===== config.mk =====
export PLATFORM = sky130hd
export DESIGN_NAME = sap1_run_ctrl
export DESIGN_NICKNAME = d
export VERILOG_FILES = /design/src/rtl/sap1_pkg.sv /design/src/rtl/sap1_run_ctrl.sv
export SDC_FILE = /design/constraint.sdc
export NUM_CORES = 1
export LEC_CHECK = 0
export CORE_MARGIN = 8
export CORE_UTILIZATION = 36
export CTS_CLUSTER_SIZE = 10
export DETAILED_ROUTE_END_ITERATION = 16
export PLACE_DENSITY = 0.75
export SLEW_MARGIN = 20
export SYNTH_ARGS = -nofsm -noshare
export SYNTH_HDL_FRONTEND = slang
export SYNTH_SLANG_ARGS = --single-unit

===== constraint.sdc =====
create_clock -name clk -period 1.5 [get_ports clk]
set_input_delay 0.3 -clock clk [delete_from_list [all_inputs] [get_ports clk]]
set_output_delay 0.3 -clock clk [all_outputs]
set_load 0.02 [all_outputs]

===== src/rtl/sap1_pkg.sv =====
// Shared SAP-1 run-control definitions: controller states, T-state one-hot codes, opcodes.
// Latency: n/a (types and constants only).
// Backpressure: n/a.
package sap1_pkg;

    typedef enum logic [2:0] {
        ST_IDLE      = 3'd0,
        ST_PRIME     = 3'd1,
        ST_RUN       = 3'd2,
        ST_STEP_WAIT = 3'd3,
        ST_HALT      = 3'd4
    } state_t;

    // One-hot ring counter codes from the SAP-1 control sequencer
    localparam logic [5:0] T1 = 6'b000001;
    localparam logic [5:0] T2 = 6'b000010;
    localparam logic [5:0] T3 = 6'b000100;
    localparam logic [5:0] T4 = 6'b001000;
    localparam logic [5:0] T5 = 6'b010000;
    localparam logic [5:0] T6 = 6'b100000;

    // Instruction register upper-nibble opcodes
    localparam logic [3:0] OP_LDA = 4'h0;
    localparam logic [3:0] OP_ADD = 4'h1;
    localparam logic [3:0] OP_SUB = 4'h2;
    localparam logic [3:0] OP_OUT = 4'hE;
    localparam logic [3:0] OP_HLT = 4'hF;

endpackage


===== src/rtl/sap1_run_ctrl.sv =====
// SAP-1 run controller: program load, clear priming, run, HLT/watchdog stop (optional single-step via SAP1_STEP_EN).
// Latency: RAM write is combinational in the accepting IDLE cycle; state/flags update on the next rising edge.
// Backpressure: ld_ready is high only in IDLE; bytes offered in any other state (or during clr) are not written.
module sap1_run_ctrl
    import sap1_pkg::*;
#(
    parameter int CLR_CYCLES = 6,
    parameter int MAX_INSTR  = 200
) (
    input  logic       clk,
    input  logic       clr,
    input  logic       ld_valid,
    output logic       ld_ready,
    input  logic [3:0] ld_addr,
    input  logic [7:0] ld_data,
    input  logic       start,
    input  logic       step_mode,
    input  logic       step,
    input  logic [5:0] ring_t,
    input  logic [3:0] opcode,
    output logic       ram_we,
    output logic [3:0] ram_addr,
    output logic [7:0] ram_wdata,
    output logic       cpu_clr,
    output logic       cpu_clk_en,
    output logic       halted,
    output logic       timeout,
    output logic [7:0] instr_cnt
);

    localparam logic [3:0] CLR_LAST = 4'(CLR_CYCLES - 1);
    localparam logic [7:0] MAX_CNT  = 8'(MAX_INSTR);

    state_t     state_q, state_d;
    logic [3:0] prime_cnt_q, prime_cnt_d;
    logic [7:0] instr_cnt_q, instr_cnt_d;
    logic       halted_q, halted_d;
    logic       timeout_q, timeout_d;

    // T-states are decoded bit-wise so a malformed ring pattern with both T4 and T6
    // set still resolves deterministically (HLT beats the watchdog).
    logic       t4_hit;
    logic       t6_hit;
    logic [7:0] cnt_inc;

`ifndef SAP1_STEP_EN
    // Step inputs stay on the port list but have no effect in this build
    logic unused_step;
    assign unused_step = step ^ step_mode;
`endif

    // Next-state, counters and all outputs for the run-control FSM
    always_comb begin
        state_d     = state_q;
        prime_cnt_d = prime_cnt_q;
        instr_cnt_d = instr_cnt_q;
        halted_d    = halted_q;
        timeout_d   = timeout_q;
        ld_ready    = 1'b0;
        ram_we      = 1'b0;
        ram_addr    = 4'h0;
        ram_wdata   = 8'h00;
        cpu_clr     = 1'b0;
        cpu_clk_en  = 1'b0;
        t4_hit      = |(ring_t & T4);
        t6_hit      = |(ring_t & T6);
        cnt_inc     = (instr_cnt_q == 8'hFF) ? 8'hFF : instr_cnt_q + 8'd1;

        case (state_q)
            ST_IDLE: begin
                ld_ready = 1'b1;
                cpu_clr  = 1'b1;
                if (ld_valid) begin
                    // A byte offered while clr is high is dropped; the write still wins over start
                    if (!clr) begin
                        ram_we    = 1'b1;
                        ram_addr  = ld_addr;
                        ram_wdata = ld_data;
                    end
                end else if (start) begin
                    state_d     = ST_PRIME;
                    prime_cnt_d = 4'd0;
                    instr_cnt_d = 8'd0;
                    halted_d    = 1'b0;
                    timeout_d   = 1'b0;
                end
            end
            ST_PRIME: begin
                cpu_clr    = 1'b1;
                cpu_clk_en = 1'b1;
                if (prime_cnt_q == CLR_LAST) begin
                    state_d     = ST_RUN;
                    prime_cnt_d = 4'd0;
                end else begin
                    prime_cnt_d = prime_cnt_q + 4'd1;
                end
            end
            ST_RUN: begin
                cpu_clk_en = 1'b1;
                if (t6_hit) begin
                    instr_cnt_d = cnt_inc;
                end
                if (t4_hit && (opcode == OP_HLT)) begin
                    state_d  = ST_HALT;
                    halted_d = 1'b1;
                end else if (t6_hit && (cnt_inc == MAX_CNT)) begin
                    state_d   = ST_HALT;
                    timeout_d = 1'b1;
                end
`ifdef SAP1_STEP_EN
                else if (t6_hit && step_mode) begin
                    state_d = ST_STEP_WAIT;
                end
`endif
            end
            ST_STEP_WAIT: begin
`ifdef SAP1_STEP_EN
                if (step) begin
                    state_d = ST_RUN;
                end
`else
                state_d = ST_IDLE;
`endif
            end
            ST_HALT: begin
                if (start) begin
                    state_d     = ST_PRIME;
                    prime_cnt_d = 4'd0;
                    instr_cnt_d = 8'd0;
                    halted_d    = 1'b0;
                    timeout_d   = 1'b0;
                end
            end
            default: begin
                state_d = ST_IDLE;
            end
        endcase
    end

    // State and counter registers with synchronous clear
    always_ff @(posedge clk) begin
        if (clr) begin
            state_q     <= ST_IDLE;
            prime_cnt_q <= 4'd0;
            instr_cnt_q <= 8'd0;
            halted_q    <= 1'b0;
            timeout_q   <= 1'b0;
        end else begin
            state_q     <= state_d;
            prime_cnt_q <= prime_cnt_d;
            instr_cnt_q <= instr_cnt_d;
            halted_q    <= halted_d;
            timeout_q   <= timeout_d;
        end
    end

    assign halted    = halted_q;
    assign timeout   = timeout_q;
    assign instr_cnt = instr_cnt_q;

endmodule


==> qor.csv, run 1 <==
stage,metric,value,unit
logic_synthesis,largest family of logic cells by synthesized area,simple AND/OR/NAND/NOR gates,
die,Die Area,5140,µm²
die,Core Box Area,3000,µm²
logic_synthesis,Mapped Cells,140,
sta,Final setup viols,12,
sta,Final Hold Violating Endpoints,0,
clocking,CTS root buffer,clkbuf_4,
route,vias after detailed routing,1307,
critical_path,crit path max fanout,7,
sta,crit share post-route,1.05,
critical_path,Critical Path AT,1.27,ns
logic_synthesis,Post-synth top cells,"dfxtp_1, and2_1, nand2_1, nor2_1, nand3_1",
grt,first-pass GRT wire length,6270,µm
grt,Total GRT Usage,0.148,
die,Initial Util,0.372,
logic_synthesis,Synth async-reset ratio,0,
sta,Tightest Pin Transition,0.287,ns
logic_synthesis,synth top area cells,"dfxtp_1, and2_1, nand3_1",
logic_synthesis,syn avg cell area,7.97,µm²
grt,vias in the first global route,1220,
die,Die Ht,71.7,µm
logic_synthesis,Ys Warns,0,
placed_design,gpl congestion,0.974,
grt,largest net degree at the start of global routing,13,
outcome,outcome,finished with violations,
logic_synthesis,XOR/XNOR share of the synthesized area,0.0549,
critical_path,Setup crit end kind,output port,
clocking,Worst-path clk slew,0.10,ns
placed_design,HPWL after detailed placement,2940,µm
placed_design,port bufs,47,
placed_design,DP Cell Count,233,
layout,fin cells,242,
logic_synthesis,top-count cell post-synth,dfxtp_1,
route,routed wire length per instance,15.9,µm
clocking,CTS Buf Count,3,
logic_synthesis,adder-cell share of the synthesized area,0.0336,
logic_synthesis,multiplexer area fraction after synthesis,0.00897,
pwr,Max VDD drop,0.000378,V
logic_synthesis,Synth Area in Compound Gates,0.211,
sta,unrepaired setup endpoints after global routing,true,
clocking,worst-skew pair later-pin latency,0.29,ns
logic_synthesis,"Net Count, Synth",171,
logic_synthesis,largest area contributor in the netlist,dfxtp_1,
route,drt via density,5.40,
logic_synthesis,Mapped Area,1120,µm²
route,Final ANT Viol Nets,0,
route,routed wire length,3850,µm
logic_synthesis,simple-gate share of the synthesized area,0.331,
die,Die X,71.7,µm
route,TritonRoute pass-1 iters,4,
layout,Nets,241,
critical_path,crit start category,flop,
route,Starting DRT DRC Count,45,
grt,grt ovf,0,
logic_synthesis,"EDFF count, synth",0,
sta,"Slew Viols, Final",0,
sta,Max Clock Skew,0.00366,ns
pwr,leak pwr,0.819,nW
pwr,pwr/cell area,584,nW/µm²
clocking,H-Tree Depth,1,
outcome,failing checks,setup timing,
job,number of max-cap violations,0,
die,I/O pin cnt,54,
logic_synthesis,ys flop type,dfxtp_1,
sta,Post-Route Setup TNS,-0.730,ns
critical_path,Worst Path Required,1.20,ns
logic_synthesis,Cell variety after synth,39,
layout,n_diodes,0,
logic_synthesis,top cell type's share of synthesized area,0.305,
logic_synthesis,"Seq/Total Area, Yosys",0.305,
die,row count,20,
logic_synthesis,Yosys reg bits,17,
clocking,CTS Buffer Depth,2,
layout,area growth from synthesis to layout,72.1,%
sta,Fmax,0.638,GHz
sta,Tmin final,1.57,ns
route,DRC violations left,0,
sta,PnR worst setup slack,-0.0676,ns
sta,Slew HR,0.808,
pwr,Power Total,0.00112,W
hold_path,Hold Path Class,flop to flop,
layout,Final Util,0.640,
clocking,CTS tree,done,
critical_path,critical path class,flop to output port,
grt,initial antenna violation count,0,
layout,layout cells sized above 1,0.402,
clocking,# clock sinks,17,
==> sequential cells by signal, indices dropped and copies added, names as in the netlist <==
signal and count:
prime_cnt_q 4, timeout 1, instr_cnt 8, halted 1
state_q 3
==> worst max-delay path, cell delays in order, from the launching register on <==
cell     delay, ns
dfxtp_2       0.36
nor2_4        0.12
and3_4        0.24
and2_4        0.15
buf_6         0.11
==> metrics by stage <==
stage               hold WS (ns)  cell area [µm²]  worst slack, ns
floorplan                  0.369             1140           0.0130
global route               0.538             1920           -0.121
finish                     0.515             1920          -0.0676
detailed placement         0.500             1760           -0.871
global placement           0.474             1760           -0.763
CTS                        0.514             1840          -0.0760
==> placed cells by master (no fill, tap or decap), types with 3 or more instances in the layout <==
cell type         n
buf_4            23
clkdlybuf4s50_1  19
buf_6            16
and2_4           12
dlygate4sd2_1    12
nand2_1          11
dfxtp_1           9
nor2_1            8
nand3_1           8
o21ai_0           8
dfxtp_2           8
a21oi_1           6
inv_1             4
nor3_2            3
xor2_1            3
a22o_1            3
o21ai_1           3
xnor2_1           3
clkbuf_4          3
==> timing repair <==
item,in CTS,in global routing
hold endpoints to repair,0,0
hold buffers,0,0
cloned,1,0
pin swaps,15,6
gates resized for setup,120,22
endpoints found under the setup margin,32,30
setup buffers,2,2
==> area by class of cell <==
type	instances	area, µm²
clock buffers	4	26.3
fillers	251	1080
inverters	6	25.0
multi-input cells	111	825
flip-flops and latches	17	350
well taps	33	41.3
repair buffers	71	653
==> metal layers <==
metal	global-route usage	share of wire	vias to the layer above
met1	0.193	0.43	599
li1	-	-	636
met4	0.0272	0.019	0
met3	0.0363	0.081	6
met5	0	0	-
met2	0.239	0.47	66
==> power breakdown <==
group | switching (W) | internal, W
Clock | 0.000138 | 0.000103
Combinational | 0.000183 | 0.000213
Sequential | 0.0000177 | 0.000467
Total | 0.000338 | 0.000783
==> kinds of logic after synthesis <==
kind of cell | Yosys count
xor+xnor | 7
mux | 1
fa+ha+maj | 3
buf+inv | 13
simple gates | 66
compound gates | 33
flops | 17
==> worst paths after layout <==
check             slack, ns  cells past startpoint          end    startpoint
setup reg to reg       0.06                      5   state_q[1]  instr_cnt[0]
hold / removal         0.51                      2       halted        halted
hold reg to reg        0.51                      2       halted        halted
setup / recovery      -0.07                      4  ram_addr[0]    state_q[0]
Note: power is estimated with default switching activity, not from simulation.
==> run 2: changes to the inputs <==
--- a/config.mk
+++ b/config.mk
@@ -10,6 +10,7 @@
 export CTS_CLUSTER_SIZE = 10
 export DETAILED_ROUTE_END_ITERATION = 16
 export PLACE_DENSITY = 0.75
+export SKIP_CTS_REPAIR_TIMING = 1
 export SLEW_MARGIN = 20
 export SYNTH_ARGS = -nofsm -noshare
 export SYNTH_HDL_FRONTEND = slang
==> run 2 against run 1 <==
The flow still finishes with violations (setup timing). Wire length shrank 0.70%. Global-route usage is 1.0 points lower. Fmax decreased by 1.6%. Clock power barely moved. Total power is 2.7% lower. First-iteration DRC count grew 13%. Worst hold slack got worse by 0.076 ns. Clock skew is 0.0020 ns lower. Critical path depth unchanged. Die area stayed put. Sequential power shrank 1%. Largest power group unchanged.
==> qor.csv, run 2 (synthesis results as in run 1) <==
stage,metric,value,unit
outcome,outcome,finished with violations,
outcome,failing checks,setup timing,
sta,crit share post-route,1.06,
hold_path,"Endpoint, Worst Hold",state_q[0],
sta,Post-Route Setup TNS,-0.898,ns
grt,initial antenna violation count,0,
grt,Total GRT Usage,0.138,
critical_path,Setup crit end kind,output port,
sta,PnR worst setup slack,-0.0925,ns
critical_path,crit path max fanout,13,
route,Starting DRT DRC Count,51,
critical_path,reg-to-reg startpoint,state_q[2],
clocking,# clock sinks,17,
clocking,CTS Buffer Depth,2,
hold_path,Hold Path Stages,3,
route,routed wire length,3820,µm
layout,filler instances,244,
sta,Max Clock Skew,0.00170,ns
critical_path,Worst Path Required,1.20,ns
grt,first-pass GRT wire length,5880,µm
layout,most frequent cells in the layout,"buf_4, clkdlybuf4s50_1, dlymetal6s2s_1",
route,TritonRoute pass-1 iters,4,
sta,Final Hold Violating Endpoints,0,
placed_design,port bufs,47,
sta,"Slew Viols, Final",0,
pwr,pwr/cell area,565,nW/µm²
grt,largest net degree at the start of global routing,14,
sta,Final setup viols,13,
sta,Slew HR,0.806,
critical_path,slowest CP cell,dfxtp_2,
die,row count,20,
hold_path,HP Start,clr,
layout,max FFs per register,8,
critical_path,R2R depth,6,
clocking,Worst-path clk slew,0.09,ns
die,Die Ht,71.7,µm
critical_path,FF-to-FF End,instr_cnt[5],
layout,n_diodes,0,
sta,Tightest Pin Transition,0.290,ns
critical_path,critical path class,flop to output port,
layout,"commonest non-fill, non-tap cell in the layout",buf_4,
clocking,CTS Buf Count,3,
pwr,leak pwr,0.966,nW
placed_design,HPWL after detailed placement,2940,µm
clocking,H-Tree Depth,1,
placed_design,Post-DP Area,1760,µm²
sta,Fmax,0.628,GHz
critical_path,slowest cell delay on critical path,0.35,ns
layout,layout cells sized above 1,0.362,
die,Die Area,5140,µm²
hold_path,Hold Path Class,input port to flop,
pwr,Max VDD drop,0.000390,V
die,I/O pin cnt,54,
layout,"Non-Filler Cell Area, Final",1930,µm²
die,Die X,71.7,µm
route,routed wire length per instance,15.9,µm
clocking,CTS root buffer,clkbuf_4,
sta,unrepaired setup endpoints after global routing,true,
clocking,worst-skew pair later-pin latency,0.28,ns
critical_path,Critical Path AT,1.29,ns
die,Core Box Area,3000,µm²
die,Initial Util,0.372,
route,DRC violations left,0,
job,number of max-cap violations,0,
placed_design,gpl congestion,0.974,
sta,Tmin final,1.59,ns
critical_path,r2r setup slk,0.06,ns
critical_path,worst path cell trace,"nor2_4, and3_4, and2_2, buf_4",
route,Final ANT Viol Nets,0,
layout,Nets,239,
clocking,CTS tree,done,
route,vias after detailed routing,1287,
grt,vias in the first global route,1166,
layout,area growth from synthesis to layout,73.1,%
route,drt via density,5.36,
grt,grt ovf,0,
pwr,Power Total,0.00109,W
critical_path,crit start category,flop,
run 2: power by group:
part	switching (W)	internal (W)
registers	0.0000172	0.000461
clock network	0.000137	0.000103
logic	0.000174	0.000199
total	0.000328	0.000763
run 2: layer usage:
metal	global-route usage	wire (µm)	vias to the layer above
met5	0	0	-
met4	0.0272	42	0
met3	0.0377	307	6
met2	0.215	1830	62
met1	0.184	1630	589
li1	-	-	630
run 2: metrics by stage:
step	hold slack, ns	utilization	instances	worst slack (ns)
floorplan	0.369	-	140	0.0130
global placement	0.474	0.586	233	-0.763
detailed placement	0.500	0.586	233	-0.871
CTS	0.517	0.595	237	-0.884
global route	0.436	0.643	240	-0.164
finish	0.439	0.643	240	-0.0925
run 2: how the worst max path moves through the flow:
| stage | startpoint | endpoint | slack, ns | cells past startpoint |
|---|---|---|---|---|
| final | state_q[0] | ram_addr[0] | -0.09 | 4 |
| after global routing | state_q[0] | ram_addr[0] | -0.16 | 4 |
| after CTS | clr | ram_addr[0] | -0.88 | 5 |
| after detailed placement | clr | ram_addr[0] | -0.87 | 5 |
| after global placement | clr | ram_wdata[6] | -0.76 | 5 |
| after floorplan | state_q[1] | ram_addr[0] | 0.01 | 5 |
run 2: critical path: cells and delay by family, from the launching register on:
family | cells | cell delay (ns)
simple gates | 3 | 0.52
flops | 1 | 0.35
buf+inv | 1 | 0.14
run 2: layout make-up:
| class | instances | area, µm² | share of cell area |
|---|---|---|---|
| clock buffers | 4 | 26.3 | 0.0136 |
| inverters | 6 | 25.0 | 0.0130 |
| multi-input cells | 110 | 783 | 0.405 |
| flip-flops and latches | 17 | 360 | 0.187 |
| well taps | 33 | 41.3 | 0.0214 |
| repair buffers | 70 | 696 | 0.360 |
==> run 3: changes to the inputs <==
--- a/config.mk
+++ b/config.mk
@@ -9,7 +9,8 @@
 export CORE_UTILIZATION = 36
 export CTS_CLUSTER_SIZE = 10
 export DETAILED_ROUTE_END_ITERATION = 16
-export PLACE_DENSITY = 0.75
+export PLACE_DENSITY = 0.82
+export RECOVER_POWER = 25
 export SKIP_CTS_REPAIR_TIMING = 1
 export SLEW_MARGIN = 20
 export SYNTH_ARGS = -nofsm -noshare
==> run 3 against run 2 <==
The run still ends with setup timing left. Register-to-register slack about the same. First-iteration DRC count up 9.8%. Combinational power up 11%. Critical path type unchanged. Largest power group unchanged.
==> qor.csv, run 3 (synthesis results as in run 1) <==
stage,metric,value,unit
outcome,outcome,finished with violations,
outcome,failing checks,setup timing,
die,Die X,71.7,µm
route,Starting DRT DRC Count,56,
clocking,Worst-path clk slew,0.11,ns
die,Core Box Area,3000,µm²
die,I/O pin cnt,54,
clocking,CTS root buffer,clkbuf_4,
critical_path,slowest CP cell,dfxtp_2,
clocking,H-Tree Depth,1,
grt,grt met1 use,0.151,
clocking,worst-skew pair later-pin latency,0.31,ns
sta,PnR worst setup slack,-0.114,ns
sta,Tightest Pin Transition,0.271,ns
layout,"commonest non-fill, non-tap cell in the layout",buf_4,
grt,largest net degree at the start of global routing,14,
layout,area growth from synthesis to layout,78.8,%
placed_design,gpl congestion,0.844,
sta,Tmin final,1.61,ns
pwr,Max VDD drop,0.000498,V
critical_path,crit path max fanout,7,
placed_design,port bufs,47,
placed_design,DP Cell Count,230,
pwr,pwr/cell area,583,nW/µm²
grt,initial antenna violation count,0,
grt,GRT busiest layer,met2,
route,drt via density,5.55,
critical_path,critical path class,flop to output port,
sta,hold_ws,0.385,ns
clocking,# clock sinks,17,
critical_path,crit start category,flop,
sta,unrepaired setup endpoints after global routing,true,
sta,crit share post-route,1.08,
critical_path,Critical Path AT,1.31,ns
route,TritonRoute pass-1 iters,4,
layout,Nets,241,
grt,grt ovf,0,
die,Die Ht,71.7,µm
grt,vias in the first global route,1284,
sta,Slew HR,0.819,
route,routed wire length,3890,µm
sta,Max Clock Skew,0.00557,ns
layout,n_diodes,0,
layout,fin cells,242,
route,DRC violations left,0,
clocking,CTS Buffer Depth,2,
layout,"Non-Filler Cell Area, Final",2000,µm²
route,vias after detailed routing,1344,
hold_path,Hold Path Class,input port to flop,
placed_design,HPWL after detailed placement,2740,µm
grt,first-pass GRT wire length,5550,µm
placed_design,Post-DP Area,1740,µm²
grt,Total GRT Usage,0.133,
sta,Post-Route Setup TNS,-1.20,ns
route,routed wire length per instance,16.1,µm
grt,met2 usage,0.214,
pwr,leak pwr,0.957,nW
layout,most frequent cells in the layout,"buf_4, clkdlybuf4s50_1, buf_6",
sta,Fmax,0.619,GHz
route,Final ANT Viol Nets,0,
sta,Final setup viols,12,
critical_path,slowest cell delay on critical path,0.36,ns
sta,Final Hold Violating Endpoints,0,
sta,"Slew Viols, Final",0,
critical_path,Setup crit end kind,output port,
die,Initial Util,0.372,
die,Die Area,5140,µm²
critical_path,Worst Path Required,1.20,ns
layout,max FFs per register,8,
layout,layout cells sized above 1,0.411,
clocking,CTS tree,done,
clocking,CTS Buf Count,3,
die,row count,20,
job,number of max-cap violations,0,
grt,met3 Usage GRT,0.0349,
critical_path,worst path cell trace,"nor2_4, and3_4, and2_2, buf_6",
## run 3: cell types whose count changed in the layout (fill, tap and decap cells not counted), sizes merged
cell          change
clkinv            +1
dlymetal6s2s      -3
buf               +3
and3              +1
## run 3: metrics by stage
| stage | setup WS [ns] | power, W | utilization |
|---|---|---|---|
| finish | -0.114 | 0.00116 | 0.665 |
| floorplan | 0.0130 | 0.000666 | - |
| CTS | -0.845 | 0.00110 | 0.588 |
| global placement | -0.756 | 0.000829 | 0.579 |
| global route | -0.186 | 0.00121 | 0.665 |
| detailed placement | -0.839 | 0.000840 | 0.579 |
## run 3: cell type report
class | instances | area [µm²]
timing repair buffer | 71 | 704
tap | 33 | 41.3
clock buffer | 3 | 22.5
multi-input combinational | 111 | 842
clock inverter | 1 | 5.00
sequential | 17 | 358
fill | 233 | 1010
inverter | 6 | 22.5
## run 3: worst paths after layout
| path | startpoint | end | slack [ns] | cells after the start |
|---|---|---|---|---|
| setup / recovery | state_q[1] | ram_wdata[2] | -0.11 | 4 |
| hold / removal | clr | state_q[0] | 0.38 | 3 |
| setup reg to reg | instr_cnt[1] | instr_cnt[5] | 0.06 | 5 |
| hold reg to reg | timeout | timeout | 0.53 | 2 |
## run 3: critical path, delay by kind of cell, from the launching register on
kind          cells  cell delay (ns)
simple gates      3             0.53
flops             1             0.36
buf+inv           1             0.11
## run 3: power breakdown
| group | switching (W) | leakage [nW] | internal (W) |
|---|---|---|---|
| registers | 0.0000155 | 0.142 | 0.000461 |
| clock network | 0.000173 | 0.0177 | 0.000100 |
| logic | 0.000187 | 0.797 | 0.000226 |
## run 3: routing by layer
| metal | wire length [µm] | vias to the layer above |
|---|---|---|
| met5 | 0 | - |
| met4 | 63 | 0 |
| met3 | 253 | 5 |
| met2 | 1850 | 68 |
| met1 | 1720 | 631 |
| li1 | - | 640 |
